$ cat src/rtl/conv1d_engine.sv
// conv1d_engine: 1-D discrete convolution z = x * y.
// X and Y are read through synchronous-read ports. One product term is issued
// per cycle, and each finished output sample is written to Z.
// Output shapes are full, same or valid. Saturation of the result is optional.
//
// state  | meaning
// IDLE   | waiting for start
// INIT   | check the configuration, work out L/OFF, issue the first term
// ISSUE  | drive one (x_addr, y_addr) pair per cycle for T(n) cycles
// DRAIN  | let the memory/multiply/accumulate pipeline empty
// WRITE  | z_we is high; next sample starts or operation ends
// FIN    | done pulse (error path waits one extra cycle here)
module conv1d_engine #(
    parameter int DATA_W   = 32,
    parameter int ADDR_X_W = 5,
    parameter int ADDR_Y_W = 5,
    parameter int ADDR_Z_W = 6,
    parameter int ACC_W    = 72,
    parameter int SAT      = 0
) (
    input  logic                clk,
    input  logic                rst_a,
    input  logic                start,
    input  logic [ADDR_X_W:0]   size_x,
    input  logic [ADDR_Y_W:0]   size_y,
    input  logic [1:0]          mode,
    output logic                busy,
    output logic                done,
    output logic                err,
    output logic [ADDR_Z_W:0]   z_len,
    output logic [ADDR_X_W-1:0] x_addr,
    input  logic [DATA_W-1:0]   x_data,
    output logic [ADDR_Y_W-1:0] y_addr,
    input  logic [DATA_W-1:0]   y_data,
    output logic [ADDR_Z_W-1:0] z_addr,
    output logic [DATA_W-1:0]   z_data,
    output logic                z_we
);

    // Internal index width. It has headroom for n+1 with n up to nx+ny-2.
    localparam int CW = ADDR_Z_W + 2;
    localparam int DEPTH_X = 2 ** ADDR_X_W;
    localparam int DEPTH_Y = 2 ** ADDR_Y_W;
    localparam logic [ACC_W-1:0] SAT_MAX = {{(ACC_W-DATA_W+1){1'b0}}, {(DATA_W-1){1'b1}}};
    localparam logic [ACC_W-1:0] SAT_MIN = ~SAT_MAX;

    typedef enum logic [2:0] {
        S_IDLE, S_INIT, S_ISSUE, S_DRAIN, S_WRITE, S_FIN
    } state_t;

    state_t               r_state;
    logic [CW-1:0]        r_nx, r_ny, r_len, r_n, r_k, r_kmax, r_j;
    logic [1:0]           r_mode;
    logic [1:0]           r_drain;
    logic                 r_first;
    logic                 r_busy, r_done, r_err, r_z_we;
    logic [ADDR_Z_W:0]    r_z_len;
    logic [ADDR_X_W-1:0]  r_x_addr;
    logic [ADDR_Y_W-1:0]  r_y_addr;
    logic [ADDR_Z_W-1:0]  r_z_addr;
    logic [DATA_W-1:0]    r_z_data;

    logic                 r_v1, r_f1, r_v2, r_f2;
    logic [2*DATA_W-1:0]  r_prod;
    logic [ACC_W-1:0]     r_acc;

    logic                 w_cfg_err;
    logic [CW-1:0]        w_len, w_off, w_n_sel, w_kmin, w_kmax;
    logic [2*DATA_W-1:0]  w_prod;
    logic [ACC_W-1:0]     w_prod_ext;
    logic                 w_over, w_under;
    logic [DATA_W-1:0]    w_fmt;

    assign busy   = r_busy;
    assign done   = r_done;
    assign err    = r_err;
    assign z_len  = r_z_len;
    assign x_addr = r_x_addr;
    assign y_addr = r_y_addr;
    assign z_addr = r_z_addr;
    assign z_data = r_z_data;
    assign z_we   = r_z_we;

    // Configuration check and output range, evaluated from the latched operands.
    always_comb begin
        w_cfg_err = (r_nx == '0) || (r_ny == '0) ||
                    (r_nx > CW'(DEPTH_X)) || (r_ny > CW'(DEPTH_Y)) ||
                    (r_mode == 2'b11) ||
                    ((r_mode == 2'b10) && (r_ny > r_nx));
        w_len = '0;
        w_off = '0;
        case (r_mode)
            2'b00: begin
                w_len = r_nx + r_ny - CW'(1);
                w_off = '0;
            end
            2'b01: begin
                w_len = r_nx;
                w_off = r_ny >> 1;
            end
            2'b10: begin
                w_len = r_nx - r_ny + CW'(1);
                w_off = r_ny - CW'(1);
            end
            default: begin
                w_len = '0;
                w_off = '0;
            end
        endcase
    end

    // Term range for the sample about to start. That is OFF when leaving INIT,
    // and n+1 when leaving WRITE.
    always_comb begin
        w_n_sel = (r_state == S_INIT) ? w_off : (r_n + CW'(1));
        w_kmin  = ((w_n_sel + CW'(1)) > r_nx) ? (w_n_sel + CW'(1) - r_nx) : '0;
        w_kmax  = (w_n_sel < (r_ny - CW'(1))) ? w_n_sel : (r_ny - CW'(1));
    end

    // Signed product, sign extension and result formatting.
    always_comb begin
        w_prod     = (2*DATA_W)'($signed(x_data)) * (2*DATA_W)'($signed(y_data));
        w_prod_ext = ACC_W'($signed(r_prod));
        w_over     = $signed(r_acc) > $signed(SAT_MAX);
        w_under    = $signed(r_acc) < $signed(SAT_MIN);
        w_fmt      = r_acc[DATA_W-1:0];
        if (SAT != 0) begin
            if (w_over)
                w_fmt = SAT_MAX[DATA_W-1:0];
            else if (w_under)
                w_fmt = SAT_MIN[DATA_W-1:0];
        end
    end

    // Multiply-accumulate pipeline: read data, then product, then accumulate.
    always_ff @(posedge clk) begin
        if (rst_a) begin
            r_v1   <= 1'b0;
            r_f1   <= 1'b0;
            r_v2   <= 1'b0;
            r_f2   <= 1'b0;
            r_prod <= '0;
            r_acc  <= '0;
        end else begin
            r_v1   <= (r_state == S_ISSUE);
            r_f1   <= (r_state == S_ISSUE) && r_first;
            r_v2   <= r_v1;
            r_f2   <= r_f1;
            r_prod <= w_prod;
            if (r_v2)
                r_acc <= (r_f2 ? '0 : r_acc) + w_prod_ext;
        end
    end

    // Sequencing FSM with registered outputs.
    always_ff @(posedge clk) begin
        if (rst_a) begin
            r_state  <= S_IDLE;
            r_nx     <= '0;
            r_ny     <= '0;
            r_mode   <= '0;
            r_len    <= '0;
            r_n      <= '0;
            r_k      <= '0;
            r_kmax   <= '0;
            r_j      <= '0;
            r_drain  <= '0;
            r_first  <= 1'b0;
            r_busy   <= 1'b0;
            r_done   <= 1'b0;
            r_err    <= 1'b0;
            r_z_we   <= 1'b0;
            r_z_len  <= '0;
            r_x_addr <= '0;
            r_y_addr <= '0;
            r_z_addr <= '0;
            r_z_data <= '0;
        end else begin
            case (r_state)
                S_IDLE: begin
                    if (start) begin
                        r_nx    <= CW'(size_x);
                        r_ny    <= CW'(size_y);
                        r_mode  <= mode;
                        r_busy  <= 1'b1;
                        r_err   <= 1'b0;
                        r_state <= S_INIT;
                    end
                end
                S_INIT: begin
                    if (w_cfg_err) begin
                        r_err   <= 1'b1;
                        r_z_len <= '0;
                        r_state <= S_FIN;
                    end else begin
                        r_len    <= w_len;
                        r_j      <= '0;
                        r_n      <= w_n_sel;
                        r_k      <= w_kmin;
                        r_kmax   <= w_kmax;
                        r_x_addr <= ADDR_X_W'(w_n_sel - w_kmin);
                        r_y_addr <= ADDR_Y_W'(w_kmin);
                        r_first  <= 1'b1;
                        r_state  <= S_ISSUE;
                    end
                end
                S_ISSUE: begin
                    r_first <= 1'b0;
                    if (r_k == r_kmax) begin
                        r_drain <= 2'd2;
                        r_state <= S_DRAIN;
                    end else begin
                        r_k      <= r_k + CW'(1);
                        r_x_addr <= r_x_addr - ADDR_X_W'(1);
                        r_y_addr <= r_y_addr + ADDR_Y_W'(1);
                    end
                end
                S_DRAIN: begin
                    if (r_drain == 2'd0) begin
                        r_z_we   <= 1'b1;
                        r_z_data <= w_fmt;
                        r_z_addr <= ADDR_Z_W'(r_j);
                        r_state  <= S_WRITE;
                    end else begin
                        r_drain <= r_drain - 2'd1;
                    end
                end
                S_WRITE: begin
                    r_z_we <= 1'b0;
                    if ((r_j + CW'(1)) == r_len) begin
                        r_done  <= 1'b1;
                        r_busy  <= 1'b0;
                        r_z_len <= (ADDR_Z_W+1)'(r_len);
                        r_state <= S_FIN;
                    end else begin
                        r_j      <= r_j + CW'(1);
                        r_n      <= w_n_sel;
                        r_k      <= w_kmin;
                        r_kmax   <= w_kmax;
                        r_x_addr <= ADDR_X_W'(w_n_sel - w_kmin);
                        r_y_addr <= ADDR_Y_W'(w_kmin);
                        r_first  <= 1'b1;
                        r_state  <= S_ISSUE;
                    end
                end
                S_FIN: begin
                    // Normal path arrives with done already raised; the error
                    // path raises it here, one cycle later.
                    if (r_done) begin
                        r_done  <= 1'b0;
                        r_state <= S_IDLE;
                    end else begin
                        r_done <= 1'b1;
                        r_busy <= 1'b0;
                    end
                end
                default: r_state <= S_IDLE;
            endcase
        end
    end

endmodule

$ cat config.mk
export PLATFORM = sky130hd
export DESIGN_NAME = conv1d_engine
export DESIGN_NICKNAME = d
export VERILOG_FILES = /design/src/rtl/conv1d_engine.sv
export SDC_FILE = /design/constraint.sdc
export NUM_CORES = 2
export LEC_CHECK = 0
export ABC_AREA = 1
export CAP_MARGIN = 20
export CELL_PAD_IN_SITES_DETAIL_PLACEMENT = 1
export CELL_PAD_IN_SITES_GLOBAL_PLACEMENT = 1
export CORE_ASPECT_RATIO = 1.1
export CORE_UTILIZATION = 45
export CTS_CLUSTER_DIAMETER = 120
export DETAILED_ROUTE_END_ITERATION = 12
export PLACE_DENSITY_LB_ADDON = 0.1
export RECOVER_POWER = 100
export SLEW_MARGIN = 20
export SYNTH_ARGS = -nofsm -noshare
export SYNTH_HDL_FRONTEND = slang
export SYNTH_SLANG_ARGS = --single-unit
$ cat constraint.sdc
create_clock -name clk -period 8.25 [get_ports clk]
set_input_delay 0.825 -clock clk [delete_from_list [all_inputs] [get_ports clk]]
set_output_delay 0.825 -clock clk [all_outputs]
set_load 0.01 [all_outputs]
-- Word-level counts from Yosys, hierarchy flattened
Cells that the tools add are included.
W data, S select, Z words.
- bits of input ports: 81
- logic and storage cells: 156
- output and inout port bits: 59
- flip-flop bits (word level): 259
- eq/ne operators: 21
- $mul: 1
- add/sub/neg operators: 15
- bitwise logic cells: 1
- reduce and logical (&&, ||, !) cells: 32
- multiplexer cells: 55
- $lt $le $gt $ge: 5
- operators with widths (kind ; number):
    $mux W8 ; 12
    $add A72 B72 Y72 ; 1
    $mux W72 ; 1
    $mul A32 B32 Y64 ; 1
    $pmux W8 S2 ; 4
    $pmux W8 S3 ; 2
    $add A8 B1 Y8 const B ; 4
    $mux W5 ; 6
    $pmux W5 S3 ; 2
    $ne A2 B2 Y1 const B ; 10
    $mux W3 ; 6
    $pmux W3 S6 ; 1
    $eq A8 B8 Y1 ; 2
    $logic_not A8 Y1 ; 2
    $reduce_and A3 Y1 ; 5
    $mux W7 ; 2
    $pmux W7 S2 ; 1
    $gt A6 B6 Y1 const B ; 2
    $reduce_and A4 Y1 ; 3
    $mux W1 ; 10
    $reduce_and A2 Y1 ; 5
    $reduce_bool A2 Y1 ; 5
    $add A7 B2 Y8 const B ; 1
    $gt A8 B6 Y1 ; 1
    other kinds (27) ; 41

-- Logic depth before layout (Yosys ltp)
- depth in word-level cells: 9
- mapped depth: 34
- depth with buffers taken out: 32

-- Worst setup path before layout
Ideal clock, no wire load.
- path kind: in2reg
- start point: input port y_data[13]
- end point: register r_prod[28]
- path slack: 0.918 ns
- path buffers: 2
- cell stages on the path: 27
- required time: 8.127 ns
- arrival: 7.208 ns
- setup time: 0.123 ns
- cell sequence: clkbuf_1 clkbuf_1 nand2_1 fa_1 inv_1 fa_1 fa_1 inv_1 fa_1 inv_1 fa_1 fa_1 fa_1 inv_1 fa_1 inv_1 ha_1 a21oi_1 o21ai_0 a21oi_1 nand3_1 nand3_1 nand2_1 a21boi_0 o21ai_0 o21ai_0 a21oi_1
- cells in the longest elaborated chain, start to end: 1
- RTL lines (what ; line ; text):
    start: declaration ; 34 ; input logic [DATA_W-1:0] y_data,
    $mul A32 B32 Y64 ; 122 ; w_prod = (2*DATA_W)'($signed(x_data)) * (2*DATA_W)'($signed(y_data));
    end signal: assignment ; 149 ; r_prod <= w_prod;
    end: declaration ; 64 ; logic [2*DATA_W-1:0] r_prod;
No other way between the ends.
A chain may end at the register's enable or synchronous reset.

-- Worst setup path in the final report
- start point: input port y_data[3]
- end point: register r_prod[30]
The elaborated chain is that of the path after synthesis.

==> impl_metrics.ini <==
[job]
drv_cap = 3

[floorplan]
io-pin-count = 140
floorplan.rows = 95
die_width_um = 239.6
placeableCoreArea_mm2 = 0.06122
die-area_mm2 = 0.06310
floorplan.initialDensity = 0.4565
die_y_um = 263.4

[timing]
layout_min_cycle_time_ns = 7.912
fmax_ghz = 0.1264
finalSetupViolCount = 0
worstMarginPinSlew_ns = 2.317
timing_max_transition_violations_final = 107
timing.final.crit_share = 0.9591
worst_slew_margin_rel = -0.5449
hold_viol_final = 0
worst_clock_skew_ns = 0.02136
rsz0062_at_grt = false
worst_setup_margin_ns = 0.3378

[yosys]
synth_enable_flop_cells = 0
synth.area.top_cells = fa_1, inv_1, dfxtp_1
post_synth_instance_area_mm2 = 0.02794
synth-seq-cells = 187
synthArstFlopShare = 0
synth.lib_cells_used.distinct = 54
postSynth.topFlopCell = dfxtp_1
ys_seq_area_frac = 0.1340
synth-warning-count = 0
synth_top_cell_by_area = fa_1
synth.top_cell.area_share = 0.2959
syn_inst = 3840
yosysMostFrequentCell = inv_1
syn-num-nets = 4562
syn_avg_cell_area_um2 = 7.277
synth.cells.most_frequent = inv_1, nand2_1, fa_1, a21oi_1, ha_1

[grt]
antenna_found_initial = 2
grt_start_max_net_pins = 74
first_global_vias = 26000
grt_first_pass_wirelength_um = 135900
globalRouteTotalUtil = 0.2747
globalRoute.totalOverflow = 0

[cts]
numCtsBuffers = 17
clock_tree.buffer_depth = 2
cts.repair.resized = 0
clk-insertion-delay-late_ns = 0.45
cts_post_setup_buffers_inserted = 0
tritoncts = done
number_of_buffers_added_to_fix_hold_violations_after_cts = 0
clk_root_buf = clkbuf_16
worst_path_clk_slew_ns = 0.08
cts-htree-levels = 4
clock_sink_count = 187

[placement]
buffer_ports.inserted = 139
final_estimated_routing_congestion_in_global_placement = 0.8559
place_worst_setup_slack_ns = -0.1207
hpwlAfterDp_um = 68350

[critical_path]
cp-end-kind = flip-flop
path_delay_family = adder cells
worstPathArrival_ns = 8.30
cp_num_buf_inv = 8
worstReg2RegStart = r_ny[0]
crit_top_cell = fa_1
worstSetupStartpoint = y_data[3]
crit_required_ns = 8.64
critical_path.slowest_cell = clkdlybuf4s50_1
critical_path.startpoint_type = primary input
critical_path_peak_fanout = 10
path_class = primary input to flip-flop
cp_slowest_stage_delay_ns = 0.73

[route]
post_drt_wl_per_cell_um = 17.27
antenna_left = 0
dr_total_vias = 23670
drt_first_iter_violations = 844
avgViaCountPerCell = 4.963
drcViolationCount = 0
drt-total-wl_um = 82330
dr.pass1.iters = 5

[layout]
area_growth_pct = 11.21
nFillCells = 7877
finish.net_count = 4653
post_route_cells_drive_above_1_share = 0.03931

[status]
failing_checks = max-capacitance violations, max-slew violations
status = complete, but fails checks

[worst_hold_path]
hold_path_class = flip-flop to flip-flop
worst_hold_startpoint = r_v1
-- sequential cells by signal, summed over array words and instances (netlist names), 3 cells and up --
| register | flops |
|---|---|
| r_acc | 32 |
| r_prod | 32 |
| z_data | 32 |
| r_j | 8 |
| r_k | 8 |
| r_kmax | 8 |
| r_len | 8 |
| r_n | 8 |
| z_len | 7 |
| r_nx | 6 |
| r_ny | 6 |
| z_addr | 6 |
| x_addr | 5 |
| y_addr | 5 |
| r_state | 3 |
-- layout make-up --
class                      count  area, µm²  area share
inverter                    1086       4080      0.1313
clock buffer                  20      446.7     0.01437
sequential                   187       3744      0.1205
multi-input combinational   2414      19500      0.6273
antenna                        1      2.502  0.00008052
tap                          824       1031     0.03318
timing repair buffer         225       2140     0.06885
clock inverter                11      137.6    0.004429
-- routing by layer --
layer,vias up,track usage,part of all wire
met2,348,0.4967,0.51
met4,0,0.1076,0.041
li1,11480,-,-
met5,-,0,0
met1,11710,0.3305,0.42
met3,131,0.02894,0.027
-- metrics by stage --
step / instance area [µm²] / TNS [ns] / cells / hold slack, ns / utilization
2_1_floorplan: 27940 / 0 / 3840 / 0.3883 / -
3_3_place_gp: 30520 / 0 / 4736 / 0.3943 / 0.4986
3_5_place_dp: 30520 / -0.2698 / 4736 / 0.4025 / 0.4986
4_1_cts: 31100 / 0 / 4767 / 0.4169 / 0.5081
5_1_grt: 31080 / 0 / 4768 / 0.4350 / 0.5077
6_report: 31080 / 0 / 4768 / 0.4125 / 0.5077
-- cells by family (layout without fill, tap and decap cells) --
logic type | Yosys count | after routing | share of synthesized area
buf+inv | 1239 | 1342 | 0.1682
simple gates | 1150 | 1150 | 0.1678
fa+ha+maj | 641 | 641 | 0.3980
compound gates | 518 | 518 | 0.09913
flops | 187 | 187 | 0.1340
xor+xnor | 104 | 104 | 0.03260
mux | 1 | 1 | 0.0003582
other cells | 0 | 1 | 0
-- tightest hold or removal path: cells and delay by family, from the launching register on --
kind,cells,cell delay (ns)
simple gates,1,0.03
flops,1,0.30
buf+inv,1,0.04
-- final timing paths --
kind / endpoint / depth (start not counted) / slack (ns)
hold / removal: r_v2 / 2 / 0.41
setup / recovery: r_prod[30] / 28 / 0.34
hold reg to reg: r_v2 / 2 / 0.41
setup reg to reg: x_addr[4] / 30 / 2.81
-- cell usage in the layout (no fill, tap or decap), types with 18 or more instances in the layout --
master	n
ha_1	228
buf_4	70
nor2_1	160
dlygate4sd3_1	60
clkdlybuf4s50_1	76
dfxtp_1	187
nand3_1	86
xor2_1	51
nand2_1	820
xnor2_1	53
o211ai_1	18
nand4_1	23
inv_1	1077
o21ai_0	191
a21oi_1	251
fa_1	413
Power is left out: the tool's default activity adds up to more than one toggle a clock period on the data nets, which glitch-free logic cannot reach.
